$ cat src/rtl/llc_bus_responder.sv
`timescale 1ns/1ps
// llc_bus_responder
// Shared-bus responder behind the LLC bus-operation interface. It accepts one
// bus operation at a time, broadcasts it as a snoop to the peer caches,
// combines their results, waits for a peer writeback on HITM, models memory
// latency, and returns the combined snoop result with a one-cycle pulse.
//
// Ports:
//   clk, rst_n            clock, asynchronous active-low reset
//   req_valid/req_ready   LLC request handshake (ready only while idle)
//   req_op, req_addr      bus op (1 READ, 2 WRITE, 3 INVALIDATE, 4 RWIM), address
//   snp_valid/op/addr     snoop broadcast to peers (op/addr are the latched request)
//   snp_ack, snp_result   per-peer ack strobe and 2-bit result (00 HIT, 01 HITM, 10 NOHIT)
//   wb_valid              HITM peer writeback complete
//   rsp_valid, rsp_snoop  one-cycle response pulse and combined snoop result
//   timeout_err           one-cycle pulse after a snoop or writeback timeout
module llc_bus_responder #(
  parameter int ADDR_BITS     = 32,
  parameter int PEERS         = 3,
  parameter int SNOOP_TIMEOUT = 15,
  parameter int MEM_LATENCY   = 4
) (
  input  logic                 clk,
  input  logic                 rst_n,
  input  logic                 req_valid,
  output logic                 req_ready,
  input  logic [2:0]           req_op,
  input  logic [ADDR_BITS-1:0] req_addr,
  output logic                 snp_valid,
  output logic [2:0]           snp_op,
  output logic [ADDR_BITS-1:0] snp_addr,
  input  logic [PEERS-1:0]     snp_ack,
  input  logic [2*PEERS-1:0]   snp_result,
  input  logic                 wb_valid,
  output logic                 rsp_valid,
  output logic [1:0]           rsp_snoop,
  output logic                 timeout_err
);

  localparam int MAX_LIMIT = (SNOOP_TIMEOUT > MEM_LATENCY) ? SNOOP_TIMEOUT : MEM_LATENCY;
  localparam int CW        = $clog2(MAX_LIMIT + 1);
  localparam logic [CW-1:0] SNP_LAST = CW'(SNOOP_TIMEOUT - 1);
  localparam logic [CW-1:0] MEM_LAST = CW'(MEM_LATENCY - 1);
  localparam logic [CW-1:0] CNT_ONE  = CW'(1);

  localparam logic [2:0] OP_READ  = 3'd1;
  localparam logic [2:0] OP_WRITE = 3'd2;
  localparam logic [2:0] OP_INV   = 3'd3;
  localparam logic [2:0] OP_RWIM  = 3'd4;

  localparam logic [1:0] RES_HIT   = 2'b00;
  localparam logic [1:0] RES_HITM  = 2'b01;
  localparam logic [1:0] RES_NOHIT = 2'b10;

  typedef enum logic [2:0] {
    IDLE    = 3'd0,
    SNOOP   = 3'd1,
    WB_WAIT = 3'd2,
    MEM     = 3'd3,
    RESP    = 3'd4
  } state_t;

  state_t           state_r;
  logic [2:0]       op_r;
  logic [PEERS-1:0] mask_r;
  logic             hitm_r;
  logic             hit_r;
  logic [CW-1:0]    cnt_r;

  logic [PEERS-1:0] new_ack_s;
  logic [PEERS-1:0] mask_nxt_s;
  logic             hitm_nxt_s;
  logic             hit_nxt_s;
  logic             all_acked_s;
  logic             snp_last_s;
  logic [1:0]       code_s;

  // Any HITM dominates, then any HIT, otherwise NOHIT.
  function automatic logic [1:0] combine(input logic hitm, input logic hit);
    if (hitm) begin
      return RES_HITM;
    end else if (hit) begin
      return RES_HIT;
    end else begin
      return RES_NOHIT;
    end
  endfunction

  // Snoop accumulation for this cycle: only first-time acks contribute, and
  // code 11 falls through as NOHIT because it sets neither flag.
  always_comb begin
    new_ack_s  = snp_ack & ~mask_r;
    mask_nxt_s = mask_r | snp_ack;
    hitm_nxt_s = hitm_r;
    hit_nxt_s  = hit_r;
    code_s     = 2'b00;
    for (int i = 0; i < PEERS; i++) begin
      code_s     = snp_result[2*i +: 2];
      hitm_nxt_s = hitm_nxt_s | (new_ack_s[i] & (code_s == RES_HITM));
      hit_nxt_s  = hit_nxt_s  | (new_ack_s[i] & (code_s == RES_HIT));
    end
    all_acked_s = &mask_nxt_s;
    snp_last_s  = (cnt_r == SNP_LAST);
  end

  // Main FSM with registered outputs; the counter is shared between
  // SNOOP, WB_WAIT and MEM and cleared on entry to each.
  always_ff @(posedge clk or negedge rst_n) begin
    if (!rst_n) begin
      state_r     <= IDLE;
      op_r        <= 3'd0;
      mask_r      <= '0;
      hitm_r      <= 1'b0;
      hit_r       <= 1'b0;
      cnt_r       <= '0;
      req_ready   <= 1'b1;
      snp_valid   <= 1'b0;
      snp_op      <= 3'd0;
      snp_addr    <= '0;
      rsp_valid   <= 1'b0;
      rsp_snoop   <= RES_NOHIT;
      timeout_err <= 1'b0;
    end else begin
      rsp_valid   <= 1'b0;
      timeout_err <= 1'b0;
      case (state_r)
        IDLE: begin
          if (req_valid) begin
            op_r      <= req_op;
            snp_op    <= req_op;
            snp_addr  <= req_addr;
            mask_r    <= '0;
            cnt_r     <= '0;
            hitm_r    <= 1'b0;
            hit_r     <= 1'b0;
            req_ready <= 1'b0;
            case (req_op)
              OP_READ, OP_INV, OP_RWIM: begin
                state_r   <= SNOOP;
                snp_valid <= 1'b1;
              end
              OP_WRITE: begin
                state_r <= MEM;
              end
              default: begin
                state_r   <= RESP;
                rsp_valid <= 1'b1;
                rsp_snoop <= RES_NOHIT;
              end
            endcase
          end
        end
        SNOOP: begin
          mask_r <= mask_nxt_s;
          hitm_r <= hitm_nxt_s;
          hit_r  <= hit_nxt_s;
          if (all_acked_s || snp_last_s) begin
            snp_valid   <= 1'b0;
            timeout_err <= ~all_acked_s;
            cnt_r       <= '0;
            if (hitm_nxt_s) begin
              state_r <= WB_WAIT;
            end else if (op_r == OP_INV) begin
              state_r   <= RESP;
              rsp_valid <= 1'b1;
              rsp_snoop <= combine(hitm_nxt_s, hit_nxt_s);
            end else begin
              state_r <= MEM;
            end
          end else begin
            cnt_r <= cnt_r + CNT_ONE;
          end
        end
        WB_WAIT: begin
          if (wb_valid || snp_last_s) begin
            timeout_err <= ~wb_valid;
            cnt_r       <= '0;
            if (op_r == OP_INV) begin
              state_r   <= RESP;
              rsp_valid <= 1'b1;
              rsp_snoop <= combine(hitm_r, hit_r);
            end else begin
              state_r <= MEM;
            end
          end else begin
            cnt_r <= cnt_r + CNT_ONE;
          end
        end
        MEM: begin
          if (cnt_r == MEM_LAST) begin
            state_r   <= RESP;
            rsp_valid <= 1'b1;
            rsp_snoop <= combine(hitm_r, hit_r);
          end else begin
            cnt_r <= cnt_r + CNT_ONE;
          end
        end
        RESP: begin
          state_r   <= IDLE;
          req_ready <= 1'b1;
        end
        default: begin
          state_r   <= IDLE;
          req_ready <= 1'b1;
          snp_valid <= 1'b0;
        end
      endcase
    end
  end

endmodule

$ cat config.mk
export PLATFORM = sky130hd
export DESIGN_NAME = llc_bus_responder
export DESIGN_NICKNAME = d
export VERILOG_FILES = /design/src/rtl/llc_bus_responder.sv
export SDC_FILE = /design/constraint.sdc
export NUM_CORES = 1
export LEC_CHECK = 0
export BUFFER_PORTS_ARGS = -buffer_cell sky130_fd_sc_hd__buf_2
export CAP_MARGIN = 10
export CORE_MARGIN = 5
export CORE_UTILIZATION = 37
export DETAILED_ROUTE_END_ITERATION = 8
export SKIP_CTS_REPAIR_TIMING = 1
export SYNTH_ARGS = -nofsm -noshare
export SYNTH_HDL_FRONTEND = slang
export SYNTH_SLANG_ARGS = --single-unit
export TNS_END_PERCENT = 5
$ cat constraint.sdc
create_clock -name clk -period 3.3 [get_ports clk]
set_input_delay 0.825 -clock clk [delete_from_list [all_inputs] [get_ports clk]]
set_output_delay 0.825 -clock clk [all_outputs]
set_load 0.05 [all_outputs]
-- Word-level counts from Yosys, hierarchy flattened
Cells that the tools add are included.
- flip-flop bits (word level): 53
- input bits: 48
- memories: 0
- bits in read-only memories: 0
- bits in writable memories: 0
- latch bits: 0
- logic and storage cells: 122
- $mul: 0
- reduce and logical (&&, ||, !) cells: 20
- $add $sub $neg: 1
- bitwise gates (word level): 19
- mux-type cells: 46
- shift-type cells: 0
- equal/unequal tests: 24
- divide/modulo/power cells: 0
- order comparisons: 0
- operators with widths (cell ; count):
    $mux W2 ; 11
    $mux W3 ; 7
    $ne A2 B2 Y1 const B ; 9
    $mux W4 ; 4
    $pmux W4 S4 ; 1
    $eq A3 B2 Y1 const B ; 5
    $mux W1 ; 13
    $pmux W3 S2 ; 2
    $pmux W3 S4 ; 1
    $reduce_and A9 Y1 ; 1
    $reduce_or A3 Y1 ; 3
    $pmux W1 S2 ; 4
    $pmux W2 S4 ; 1
    $reduce_and A4 Y1 ; 2
    $and A1 B1 Y1 ; 6
    $eq A2 B1 Y1 const B ; 3
    $eq A3 B1 Y1 const B ; 2
    $eq A3 B3 Y1 const B ; 2
    $logic_not A2 Y1 ; 3
    $or A1 B1 Y1 ; 6
    $reduce_and A2 Y1 ; 3
    $reduce_and A3 Y1 ; 2
    $add A4 B1 Y4 const B ; 1
    $eq A4 B2 Y1 const B ; 1
    other kinds (13) ; 17

-- Depth between registers and ports, before layout
- word-level depth: 11
- mapped depth: 7

-- Least setup slack after synthesis
No wires, ideal clock.
- path type: input to register
- start: input port snp_ack[2]
- end: register rsp_snoop[0]
- library setup time: 125 ps
- path slack: 1241 ps
- stages: 5
- data arrival time: 1934 ps
- data required time: 3175 ps
- buffers on the path: 0
- cell sequence: nor3b_4 -> a2111oi_4 -> nand4_2 -> o221ai_2 -> mux2_4
- word-level cells in the longest chain between the ends: 5
- ends and longest elaborated chain (what ; line ; source):
    start, declared ; 32 ; input logic [PEERS-1:0] snp_ack,
    $and A3 B3 Y3 / $or A3 B3 Y3 (equally long branches) ; 92, 93 ;
    $and A1 B1 Y1 / $reduce_and A3 Y1 (equally long branches) ; 99, 102 ;
    $or A1 B1 Y1 / $logic_or A1 B1 Y1 (equally long branches) ; 99, 157 ;
    $ne A2 B2 Y1 (no line) ; n/a ;
    $reduce_and A9 Y1 (no line) (*) ; n/a ;
    end signal, assigned ; 166 ; rsp_snoop <= combine(hitm_nxt_s, hit_nxt_s);
    end signal, assigned ; 181 ; rsp_snoop <= combine(hitm_r, hit_r);
    end signal, assigned ; 193 ; rsp_snoop <= combine(hitm_r, hit_r);
    end, declared ; 36 ; output logic [1:0] rsp_snoop,
Mark *: on every way between the ends. The rest lies on a longest branch, timed or not.
A chain may end at the register's enable or synchronous reset.

-- Worst setup path in the final report
- start: register state_r[0]
- end: register rsp_snoop[0]
- word-level cells in the longest chain between the ends: 3
- ends and longest elaborated chain (what ; line ; source):
    start, declared ; 63 ; state_t state_r;
    start signal, assigned ; 110 ; state_r <= IDLE;
    start signal, assigned ; 139 ; state_r <= SNOOP;
    start signal, assigned ; 143 ; state_r <= MEM;
    $eq A3 B2 Y1 (tied with other cells) ; 126 ; case (state_r)
    $ne A2 B2 Y1 (no line) / $reduce_bool A4 Y1 (equally long branches) ; n/a ;
    $reduce_and A9 Y1 (no line) ; n/a ;
Several ways; a longest one is shown, not always the timed one.

==> metrics.yaml <==
drt:
  vias: 2146
  firstDrtPassIters: 4
  drtIter0Drc: 112
  wirelength_mm: 6.154
  routedWlPerCell_um: 14.41
  drc: 0
  vias_per_cell: 5.026
  antenna_left: 0
layout:
  diodes: 0
  layout-drive-gt1-share: 0.3371
  final_util: 0.4777
  area_delta_synth_final_pct: 24.85
  final_nets: 399
clocking:
  clk_pin_slew_ns: 0.10
  htreeDepth: 2
  insertion_delay_ns: 0.31
  cts_root_buf: "clkbuf_8"
  cts_made_buffers: 5
  clk_path_buf_depth: 2
  clkSinkCount: 53
  cts_tree: "done"
place:
  pre_cts_slack_ns: 0.9772
  io_buffers: 88
  dp_hpwl_mm: 4.623
  gp_congestion: 0.8530
global_routing:
  grt_pass1_wl_mm: 10.26
  grt_max_degree: 30
  grt_use_total: 0.1499
  grt_pass1_vias: 2205
  overflow: 0
  antenna_found_initial: 0
sta:
  timing.final.crit_share: 0.6579
  period_needed_ns: 2.171
  setup_slack_ns: 1.129
  slew_headroom: 0.5795
  setup_tns_ns: 0
  hold_viol: 0
  fmax_mhz: 460.6
  setup_violations: 0
  rsz0062_at_grt: "no"
  clock_skew_ns: 0.006571
  tightest_slew_ns: 0.6308
  finalMaxSlewViolations: 0
  hold_ws_ns: 0.4813
synthesis:
  synth.area.top_cells: "dfrtp_1 (52%), nand2_1 (17%), nor2_1 (2.3%), dfstp_2 (2.1%), buf_2 (1.6%)"
  synth.net_count: 312
  syn_inst: 262
  syn_area_sq_um: 2457
  async_reset_ff_frac: 1.000
  yosys.area.top_type: "dfrtp_1"
  ys_seq_area_frac: 0.5407
  ys_types: 47
  yosys-top-cells-count: "nand2_1 (109), dfrtp_1 (51), nor2_1 (15)"
  synth.most_common_cell: "nand2_1"
  yosysWarnings: 0
  synth_seq_cells: 53
  synth.avg_cell_area_sq_um: 9.379
  synthFlopType: "dfrtp_1"
  synth-edff-count: 0
  synth_top_area_frac: 0.5193
die:
  ioPinCount: 89
  coreArea_sq_um: 6422
  die_h_um: 91.50
  die_x_um: 91.50
  start_util: 0.3826
  fp-row-count: 29
  die_area_sq_um: 8371
pwr:
  p_per_area_nw_per_um2: 1087
  p_seq_frac: 0.349
  p_sw_frac: 0.5233
  p_int_mw: 1.591
  leakage_nw: 1.673
  p_switching_mw: 1.746
  ir_drop_v: 0.0005280
  clkPwrFrac: 0.121
  total_power_mw: 3.336
  power_frac_comb: 0.530
worst_setup_path:
  critPathKind: "reg -> reg"
  crit_path_end_kind: "flop"
  critPathLaunchType: "flop"
  worst-path-max-fanout: 15
  required_ns: 3.51
  arrival_ns: 2.38
run:
  drv_cap: 0
min_path:
  hold_class: "reg -> reg"
status:
  status: "completed"
## per-layer routing
| metal | routed length, um | global-route usage | part of all wire |
|---|---|---|---|
| met2 | 2947 | 0.2410 | 0.48 |
| met5 | 0 | 0 | 0 |
| met1 | 2659 | 0.1871 | 0.43 |
| met4 | 47 | 0.04899 | 0.0076 |
| met3 | 500 | 0.05455 | 0.081 |
## stage by stage
step	cells	instance area (sq um)
6_report	427	3068
2_1_floorplan	262	2457
3_5_place_dp	419	2969
4_1_cts	427	3068
3_3_place_gp	419	2969
5_1_grt	427	3068
## power by group through the flow
stage                     Combinational [mW]  Clock [mW]  Sequential, mW
final                                   1.77       0.404            1.17
after global routing                    1.91       0.438            1.21
after CTS                               1.79       0.418            1.17
after detailed placement                1.79           0            1.17
after global placement                  1.76           0            1.17
after floorplan                        0.636           0            1.89
## path summary, 6_finish.rpt
check | cells after the start | endpoint | slack, ns | startpoint
hold / removal | 2 | snp_addr[6]$_DFFE_PN0P_ | 0.48 | snp_addr[6]$_DFFE_PN0P_
setup / recovery | 4 | rsp_snoop[0]$_DFFE_PN0P_ | 1.13 | state_r[0]$_DFFE_PN0P_
min in group asynchronous | 1 | snp_addr[14]$_DFFE_PN0P_ | 0.51 | rst_n
hold reg to reg | 2 | snp_addr[6]$_DFFE_PN0P_ | 0.48 | snp_addr[6]$_DFFE_PN0P_
setup reg to reg | 4 | rsp_snoop[0]$_DFFE_PN0P_ | 1.13 | state_r[0]$_DFFE_PN0P_
max in group asynchronous | 2 | rsp_snoop[1]$_DFFE_PN1P_ | 2.07 | rst_n
## cells by family after synthesis
kind of cell | count (synthesis) | share of synthesized area
and+or+nand+nor | 148 | 0.2785
DFF | 53 | 0.5407
AOI/OAI and AO/OA | 37 | 0.1156
buffers and inverters | 17 | 0.03004
muxes | 4 | 0.02138
adders and majority gates | 2 | 0.01018
xor gates and xnor gates | 1 | 0.003565
## cells in the final DEF, fill, tap and decap left out, types with 4 or more instances in the layout
cell type / count
nand2_1: 109
buf_2: 88
dfrtp_1: 51
nor2_1: 15
o21ai_0: 7
a21oi_1: 6
clkbuf_8: 6
inv_1: 5
buf_4: 4
## final cells by class
class                           count  area, sq um
Clock buffer                        6        82.58
Timing Repair Buffer               92        470.5
Clock inverter                      2        16.27
Sequential cell                    53         1329
Inverter                            5        18.77
Fill cell                         632         3354
Tap cell                           77        96.34
Multi-Input combinational cell    192         1055
## sequential cells by signal (all words and copies together), names as in the netlist
signal and count:
state_r 3, timeout_err 1, rsp_valid 1, snp_valid 1
snp_addr 32, cnt_r 4, req_ready 1, mask_r 3
rsp_snoop 2, hitm_r 1, op_r 3, hit_r 1
## critical path, stage by stage (launching register included)
cell and delay (ns):
dfrtp_1 0.51, inv_1 0.28, nand3_1 0.50, o221ai_2 0.44, mux2_4 0.33
Power figures use the tool's default switching activity.
